$ cat src/rtl/aiv_video_timing_tracker.sv
// rtl/aiv_video_timing_tracker.sv - AIV raster position tracker with sync lock FSM and hsync flywheel
module aiv_video_timing_tracker #(
  parameter int DOT_DIV    = 6,
  parameter int H_TOTAL    = 864,
  parameter int H_START    = 72,
  parameter int H_ACTIVE   = 720,
  parameter int V_TOTAL    = 312,
  parameter int V_START    = 23,
  parameter int V_ACTIVE   = 288,
  parameter int INTERLACED = 1,
  parameter int H_TOL      = 2,
  parameter int LOCK_LINES = 4,
  parameter int MISS_LIMIT = 8
) (
  input  logic       clk,
  input  logic       reset,
  input  logic       hsync,
  input  logic       vsync,
  input  logic       isFieldOdd,
  output logic [9:0] active_dot,
  output logic [9:0] active_line,
  output logic       display_enable,
  output logic       line_start,
  output logic       frame_start,
  output logic       locked,
  output logic [1:0] sync_state
);
  localparam int DW = (DOT_DIV > 1) ? $clog2(DOT_DIV) : 1;
  localparam logic [DW-1:0] DIV_LAST  = DW'(DOT_DIV - 1);
  localparam logic [9:0]    DOT_LAST  = 10'(H_TOTAL - 1);
  localparam logic [9:0]    LINE_LAST = 10'(V_TOTAL - 1);
  localparam logic [9:0]    HB        = 10'(H_START);
  localparam logic [9:0]    HE        = 10'(H_START + H_ACTIVE);
  localparam logic [9:0]    VB        = 10'(V_START);
  localparam logic [9:0]    VE        = 10'(V_START + V_ACTIVE);
  localparam logic [9:0]    GOOD_LO   = 10'(H_TOTAL - 1 - H_TOL);
  localparam logic [10:0]   GOOD_HI   = 11'(H_TOTAL - 1 + H_TOL);
  localparam logic [7:0]    LOCK_N    = 8'(LOCK_LINES);
  localparam logic [7:0]    MISS_N    = 8'(MISS_LIMIT);

  localparam logic [1:0] ST_SEARCH  = 2'd0;
  localparam logic [1:0] ST_ACQUIRE = 2'd1;
  localparam logic [1:0] ST_LOCKED  = 2'd2;

  logic          hs_q, vs_q, odd_q;
  logic [DW-1:0] div_q, div_d;
  logic [9:0]    dot_q, dot_d, line_q, line_d;
  logic [1:0]    state_q, state_d;
  logic [7:0]    cnt_q, cnt_d;
  logic [9:0]    adot_q, adot_d, aline_q, aline_d;
  logic          de_q, de_d, ls_q, ls_d, fs_q, fs_d;
  logic          hs_rise, vs_rise, dot_ce, fly_end, line_adv;
  logic          good_len, good_line, bad_line, in_active;
  logic [9:0]    field_line;

  assign hs_rise   = hsync & ~hs_q;
  assign vs_rise   = vsync & ~vs_q;
  assign dot_ce    = (div_q == DIV_LAST);
  // Flywheel: a dot wrap not caused by hsync stands in for the missing sync.
  assign fly_end   = dot_ce & (dot_q == DOT_LAST) & ~hs_rise;
  assign line_adv  = hs_rise | fly_end;
  assign good_len  = (dot_q >= GOOD_LO) & ({1'b0, dot_q} <= GOOD_HI);
  assign good_line = hs_rise & good_len;
  assign bad_line  = fly_end | (hs_rise & ~good_len);

  always_comb begin
    div_d  = div_q + 1'b1;
    dot_d  = dot_q;
    if (hs_rise) begin
      div_d = '0;
      dot_d = '0;
    end else if (dot_ce) begin
      div_d = '0;
      dot_d = (dot_q == DOT_LAST) ? 10'd0 : dot_q + 10'd1;
    end
    line_d = line_q;
    if (vs_rise) begin
      line_d = '0;
    end else if (line_adv) begin
      line_d = (line_q == LINE_LAST) ? 10'd0 : line_q + 10'd1;
    end
  end

  always_comb begin
    state_d = state_q;
    cnt_d   = cnt_q;
    case (state_q)
      ST_SEARCH: begin
        if (hs_rise) begin
          state_d = ST_ACQUIRE;
          cnt_d   = '0;
        end
      end
      ST_ACQUIRE: begin
        if (good_line) begin
          if (cnt_q == LOCK_N - 8'd1) begin
            state_d = ST_LOCKED;
            cnt_d   = '0;
          end else begin
            cnt_d = cnt_q + 8'd1;
          end
        end else if (bad_line) begin
          cnt_d = '0;
        end
      end
      ST_LOCKED: begin
        if (bad_line) begin
          if (cnt_q == MISS_N - 8'd1) begin
            state_d = ST_SEARCH;
            cnt_d   = '0;
          end else begin
            cnt_d = cnt_q + 8'd1;
          end
        end else if (good_line) begin
          cnt_d = '0;
        end
      end
      default: begin
        state_d = ST_SEARCH;
        cnt_d   = '0;
      end
    endcase
  end

  assign field_line = line_q - VB;
  assign in_active  = (dot_q >= HB) && (dot_q < HE) && (line_q >= VB) && (line_q < VE) &&
                      (state_q == ST_LOCKED);

  always_comb begin
    de_d    = in_active;
    adot_d  = in_active ? dot_q - HB : 10'd0;
    aline_d = '0;
    if (in_active) begin
      aline_d = (INTERLACED != 0) ? {field_line[8:0], odd_q} : field_line;
    end
    // Pulse only on the enable edge at dot 0, so a mid-line lock never fakes a line start.
    ls_d = de_d & ~de_q & (adot_d == 10'd0);
    fs_d = ls_d & (field_line == 10'd0) & ((INTERLACED == 0) | odd_q);
  end

  always_ff @(posedge clk or posedge reset) begin
    if (reset) begin
      hs_q    <= 1'b0;
      vs_q    <= 1'b0;
      odd_q   <= 1'b0;
      div_q   <= '0;
      dot_q   <= '0;
      line_q  <= '0;
      state_q <= ST_SEARCH;
      cnt_q   <= '0;
      adot_q  <= '0;
      aline_q <= '0;
      de_q    <= 1'b0;
      ls_q    <= 1'b0;
      fs_q    <= 1'b0;
    end else begin
      hs_q    <= hsync;
      vs_q    <= vsync;
      if (vs_rise) odd_q <= isFieldOdd;
      div_q   <= div_d;
      dot_q   <= dot_d;
      line_q  <= line_d;
      state_q <= state_d;
      cnt_q   <= cnt_d;
      adot_q  <= adot_d;
      aline_q <= aline_d;
      de_q    <= de_d;
      ls_q    <= ls_d;
      fs_q    <= fs_d;
    end
  end

  assign active_dot     = adot_q;
  assign active_line    = aline_q;
  assign display_enable = de_q;
  assign line_start     = ls_q;
  assign frame_start    = fs_q;
  assign locked         = (state_q == ST_LOCKED);
  assign sync_state     = state_q;
endmodule
$ cat config.mk
export PLATFORM = sky130hd
export DESIGN_NAME = aiv_video_timing_tracker
export DESIGN_NICKNAME = d
export VERILOG_FILES = /design/src/rtl/aiv_video_timing_tracker.sv
export SDC_FILE = /design/constraint.sdc
export NUM_CORES = 1
export LEC_CHECK = 0
export BUFFER_PORTS_ARGS = -buffer_cell sky130_fd_sc_hd__buf_2
export CAP_MARGIN = 20
export CORE_MARGIN = 4
export CORE_UTILIZATION = 55
export CTS_BUF_LIST = sky130_fd_sc_hd__clkbuf_16
export DETAILED_ROUTE_END_ITERATION = 8
export GPL_ROUTABILITY_DRIVEN = 0
export PLACE_DENSITY = 0.82
export SLEW_MARGIN = 20
export SYNTH_ARGS = -nofsm -noshare
export SYNTH_HDL_FRONTEND = slang
export SYNTH_SLANG_ARGS = --single-unit
$ cat constraint.sdc
create_clock -name clk -period 3.3 [get_ports clk]
set_input_delay 0.33 -clock clk [delete_from_list [all_inputs] [get_ports clk]]
set_output_delay 0.33 -clock clk [all_outputs]
set_load 0.005 [all_outputs]
; After elaboration in Yosys (flattened, before gate mapping)
; Cells that the tools add are included.
[classes]
mux = 24
bitwise_logic = 18
eq_ne = 14
order_cmp = 6
addsub = 6
shifts = 0
n_mul = 0
div_mod_pow = 0
n_reduce_logical = 11
[ops]
columns = cell, count
row1 = two-way mux 10 bit, 8
row2 = two-way mux 8 bit, 7
row3 = one-hot mux 8 bit (3 select lines), 1
row4 = "adder 10 x 1 -> 10 bit, second input constant", 2
row5 = zero test 10 bit, 2
row6 = bitwise AND 1 bit, 11
row7 = "equality test 10 bit, second input constant", 1
row8 = "equality test 10 x 9 -> 1 bit, second input constant", 1
row9 = "greater-or-equal comparator 10 bit, second input constant", 1
row10 = "greater-or-equal comparator 10 x 5 -> 1 bit, second input constant", 1
row11 = "greater-or-equal comparator 10 x 7 -> 1 bit, second input constant", 1
row12 = "less-or-equal comparator 10 bit, second input constant", 1
row13 = "< comparator 10 bit, second input constant", 1
row14 = "< comparator 10 x 9 -> 1 bit, second input constant", 1
row15 = two-way mux 2 bit, 5
row16 = "subtractor 10 x 5 -> 10 bit, second input constant", 1
row17 = "subtractor 10 x 7 -> 10 bit, second input constant", 1
row18 = "adder 8 x 1 -> 8 bit, second input constant", 1
row19 = "equality test 8 x 2 -> 1 bit, second input constant", 1
row20 = "equality test 8 x 3 -> 1 bit, second input constant", 1
row21 = two-way mux 3 bit, 2
row22 = "!= test 2 bit, second input constant", 3
row23 = one-hot mux 2 bit (3 select lines), 1
row24 = inverter 1 bit, 5
row25 = 13 further kinds, 19
[totals]
ram_bits = 0
register_bits = 59
output_inout_bits = 26
inputBits = 5
rom_bits = 0
wordCells = 92
n_memories = 0
latch_bits = 0

; Depth between registers and ports, before layout
[depth]
depth_word = 10
ltp_mapped = 9
ltp_nobuf = 8

; Least setup slack after synthesis
; No wires, ideal clock.
[synth_path]
kind = reg2reg
startpoint = reg line_q[0]
endpoint = reg aline_q[0] (netlist: active_line[0])
path_slack_ps = 1015
required_time_ps = 3181
synth_period_minus_slack_ps = 2285
path_buffers = 2
setup_ps = 119
path_stages_with_launch = 10
arrival_time_ps = 2166
cell_sequence = dfrtp_1 ha_1 and2_1 clkbuf_1 o21a_1 or3_1 o211ai_1 buf_2 inv_2 and2_1
[synth_between]
elab_chain_len = 5
elab_cells_between_ends = 6
cone_classes = order compare: 2 / mux: 1 / reduce/logical: 3
[synth_rtl]
columns = item, line
row1 = start: declaration, 47  ; logic [9:0] dot_q, dot_d, line_q, line_d;
row2 = start signal: assignment, 162  ; line_q <= line_d;
row3 = greater-or-equal comparator 10 x 5 -> 1 bit, 126  ; assign in_active = (dot_q >= HB) && (dot_q < HE) && (line_q >= VB) && (line_q < VE) &&
row4 = logical AND 1 bit, 126
row5 = logical AND 1 bit (*) (2 in series), 126
row6 = net de_d, 51  ; logic de_q, de_d, ls_q, ls_d, fs_q, fs_d;
row7 = two-way mux 10 bit (*), 133  ; if (in_active) begin
row8 = net aline_d[0], 50  ; logic [9:0] adot_q, adot_d, aline_q, aline_d;
row9 = end signal: assignment, 166  ; aline_q <= aline_d;
row10 = end: declaration, 50
; Mark *: on every way through the listed nets, which the timed path passes. The rest lies on a longest branch.
; A chain may end at the register's enable or synchronous reset.

; Worst setup path after layout
[layout_path]
startpoint = reg line_q[0]
endpoint = reg fs_q (netlist: frame_start)
[layout_between]
elab_chain_len = 9
elab_cells_between_ends = 13
cone_classes = add/sub: 1 / order compare: 2 / mux: 1 / bitwise: 4 / reduce/logical: 5
[layout_rtl]
columns = item, line
row1 = greater-or-equal comparator 10 x 5 -> 1 bit, 126
row2 = logical AND 1 bit, 126
row3 = logical AND 1 bit (*) (2 in series), 126
row4 = two-way mux 10 bit, 131  ; adot_d = in_active ? dot_q - HB : 10'd0;
row5 = zero test 10 bit, 137  ; ls_d = de_d & ~de_q & (adot_d == 10'd0);
row6 = bitwise AND 1 bit (*), 137
row7 = net ls_d, 51
row8 = bitwise AND 1 bit (*) (2 in series), 138  ; fs_d = ls_d & (field_line == 10'd0) & ((INTERLACED == 0) | odd_q);
row9 = net fs_d, 51
row10 = end signal: assignment, 169  ; fs_q <= fs_d;
row11 = end: declaration, 51
; Marks and branches as above.

==> results.ini <==
[status]
status = completed

[logic_synthesis]
yosysTopAreaCellShare_pct = 45.6
syn_area_per_cell_sq_um = 9.52
ys_seq_area_share_pct = 45.6
synth_cells = 340
syn_nets = 358
synth_top_flop_cell = dfrtp_1
synth_enable_flop_cells = 0
synthArstFlopShare_pct = 100
synthTopCellsByArea = dfrtp_1 (46%), nor2_1 (5.7%), ha_1 (5.0%)
synth_cell_types = 61
netlist_area_sq_um = 3240
yosysWarnings = 0
synth.most_common_cell = dfrtp_1
ys_ff_latch = 59
synth_common_cells = dfrtp_1 (59), nor2_1 (49), nand2_1 (28)
yosysTopAreaCell = dfrtp_1

[clocking]
cts-resized-gates = 0
cts_tree = done
clockRootBuffer = clkbuf_16
hold_buffers = 0
h-tree-depth = 3
clk_path_buf_depth = 2
numCtsBuffers = 9
clk_pin_slew_ps = 50
cts_sinks = 59
postCtsSetupRepairBufs = 0
clk_latency_ps = 330

[timing]
rsz0062_at_grt = false
finalSetupViolCount = 0
finalCriticalPeriod_ps = 2510
fmax_mhz = 398
finClkSkew_ps = 7.08
hold_violations = 0
slew_violations = 0
fin_crit_sh_pct = 76.1
tightestPinTransition_ps = 824
slew-limit-headroom_pct = 45.0
tns_ps = 0

[layout]
area_growth_pct = 13.4
diodes = 0
drive_above_1_share_pct = 17.7
stdcell_area_sq_um = 3670
nNetsFinal = 383

[routing]
drcViolationCount = 0
via_per_inst = 5.88
via_count = 2585
wl_per_cell_um = 15.6
ant_nets = 0
drt_iter0_drc = 198
routed_wl_um = 6840
first_pass_iters = 4

[hold_path]
hold_class = primary input to flip-flop

[flow_run]
drv_cap = 0

[placed_design]
io_buffers = 30
placed_cell_area_sq_um = 3410
place_hpwl_um = 4600

[die]
die_y_um = 84.7
ios = 31
core.rowCount = 27
chipWidth_um = 84.7
core_region_area_sq_um = 5610
start_util_pct = 57.7
dieArea_sq_um = 7170

[global_route]
grt_max_degree = 41
grt_pass1_vias = 2500
antenna_found_initial = 0
globalRouteOverflowTotal = 0
grt_pass1_wl_um = 11900
grt_util_all_layers_pct = 20.9

[worst_setup_path]
cp-end-kind = flip-flop
cp.required_ps = 3570
setup.worst_path.class = flip-flop to flip-flop
crit_path_start_kind = flip-flop
cp.arrival_ps = 2780
cp_max_fo = 12

[power_and_ir_drop]
power.leakage_uw = 0.00185
max-vdd-ir-drop_mv = 0.329
p_per_area_nw_per_um2 = 562

## worst paths after layout
kind,from,endpoint,slack [ps],cells past startpoint
hold reg to reg,cnt_q[1],cnt_q[1],520,2
setup reg to reg,line_q[0],frame_start,790,8
min in group asynchronous,reset,active_line[0],160,2
max in group asynchronous,reset,dot_q[9],2360,3
setup / recovery,line_q[0],frame_start,790,8
hold / removal,vsync,vs_q,120,1
## flip-flops by register name (all words and copies together), names as in the netlist, 2 cells and up
name / cells
sync_state: 2
div_q: 3
line_q: 10
active_line: 10
dot_q: 10
active_dot: 10
cnt_q: 8
## area by class of cell
type | instances | area [sq um]
flip-flops and latches | 59 | 1480
clock buffers | 9 | 225
well taps | 72 | 90.1
repair buffers | 35 | 188
multi-input cells | 245 | 1600
fillers | 466 | 1940
inverters | 15 | 56.3
clock inverters | 5 | 32.5
## per-stage QoR
| step | std cells | power (uW) | utilization (%) | hold WS [ps] | setup slack, ps |
|---|---|---|---|---|---|
| after detailed placement | 426 | 1250 | 60.8 | 457 | 808 |
| after CTS | 440 | 2070 | 65.4 | 119 | 807 |
| final | 440 | 2060 | 65.4 | 119 | 787 |
| after floorplan | 340 | 1150 | - | 361 | 1020 |
| after global routing | 440 | 2170 | 65.4 | 123 | 564 |
| after global placement | 426 | 1230 | 60.8 | 456 | 869 |
## cells by family (layout without fill, tap and decap cells)
family,after synthesis,count (layout),synth area share [%]
AO/OA/AOI/OAI,66,66,15.0
XOR/XNOR,21,21,5.68
adder cells (fa/ha/maj),13,13,5.03
buffers and inverters,36,64,4.87
flip-flops,59,59,45.6
multiplexers,5,5,1.70
AND/OR/NAND/NOR,140,140,22.1
## where the power goes
group	leakage (uW)	internal, uW	switching (uW)
clock network	0.000119	495	321
registers	0.000806	772	64.4
logic	0.000920	180	230
## per-layer routing
metal,track usage [%],wire [um],vias up
met5,0,0,-
met3,4.81,425,18
met2,32.6,3210,84
met1,26.9,3020,1243
li1,-,-,1240
met4,11.5,184,0
## cell usage in the layout, fill, tap and decap left out, types with 4 or more instances in the layout
master     instances
dfrtp_1           59
nor2_1            49
buf_2             30
nand2_1           28
xnor2_1           16
inv_1             13
ha_1              13
o21ai_0           11
nor3_1            10
nand4_1            9
clkbuf_16          9
a21oi_1            8
a21o_1             7
nand3_1            6
nand2b_1           5
a22o_1             5
xor2_1             5
buf_4              5
o21ai_1            4
o31ai_1            4
## critical path, stage by stage, from the launching register on
cell	delay, ps
dfrtp_1	450
ha_1	280
and2_1	290
o21a_1	290
or3_1	190
o211ai_1	110
buf_4	210
nor4_1	390
o2111a_1	240
(Power assumes the default switching activity.)
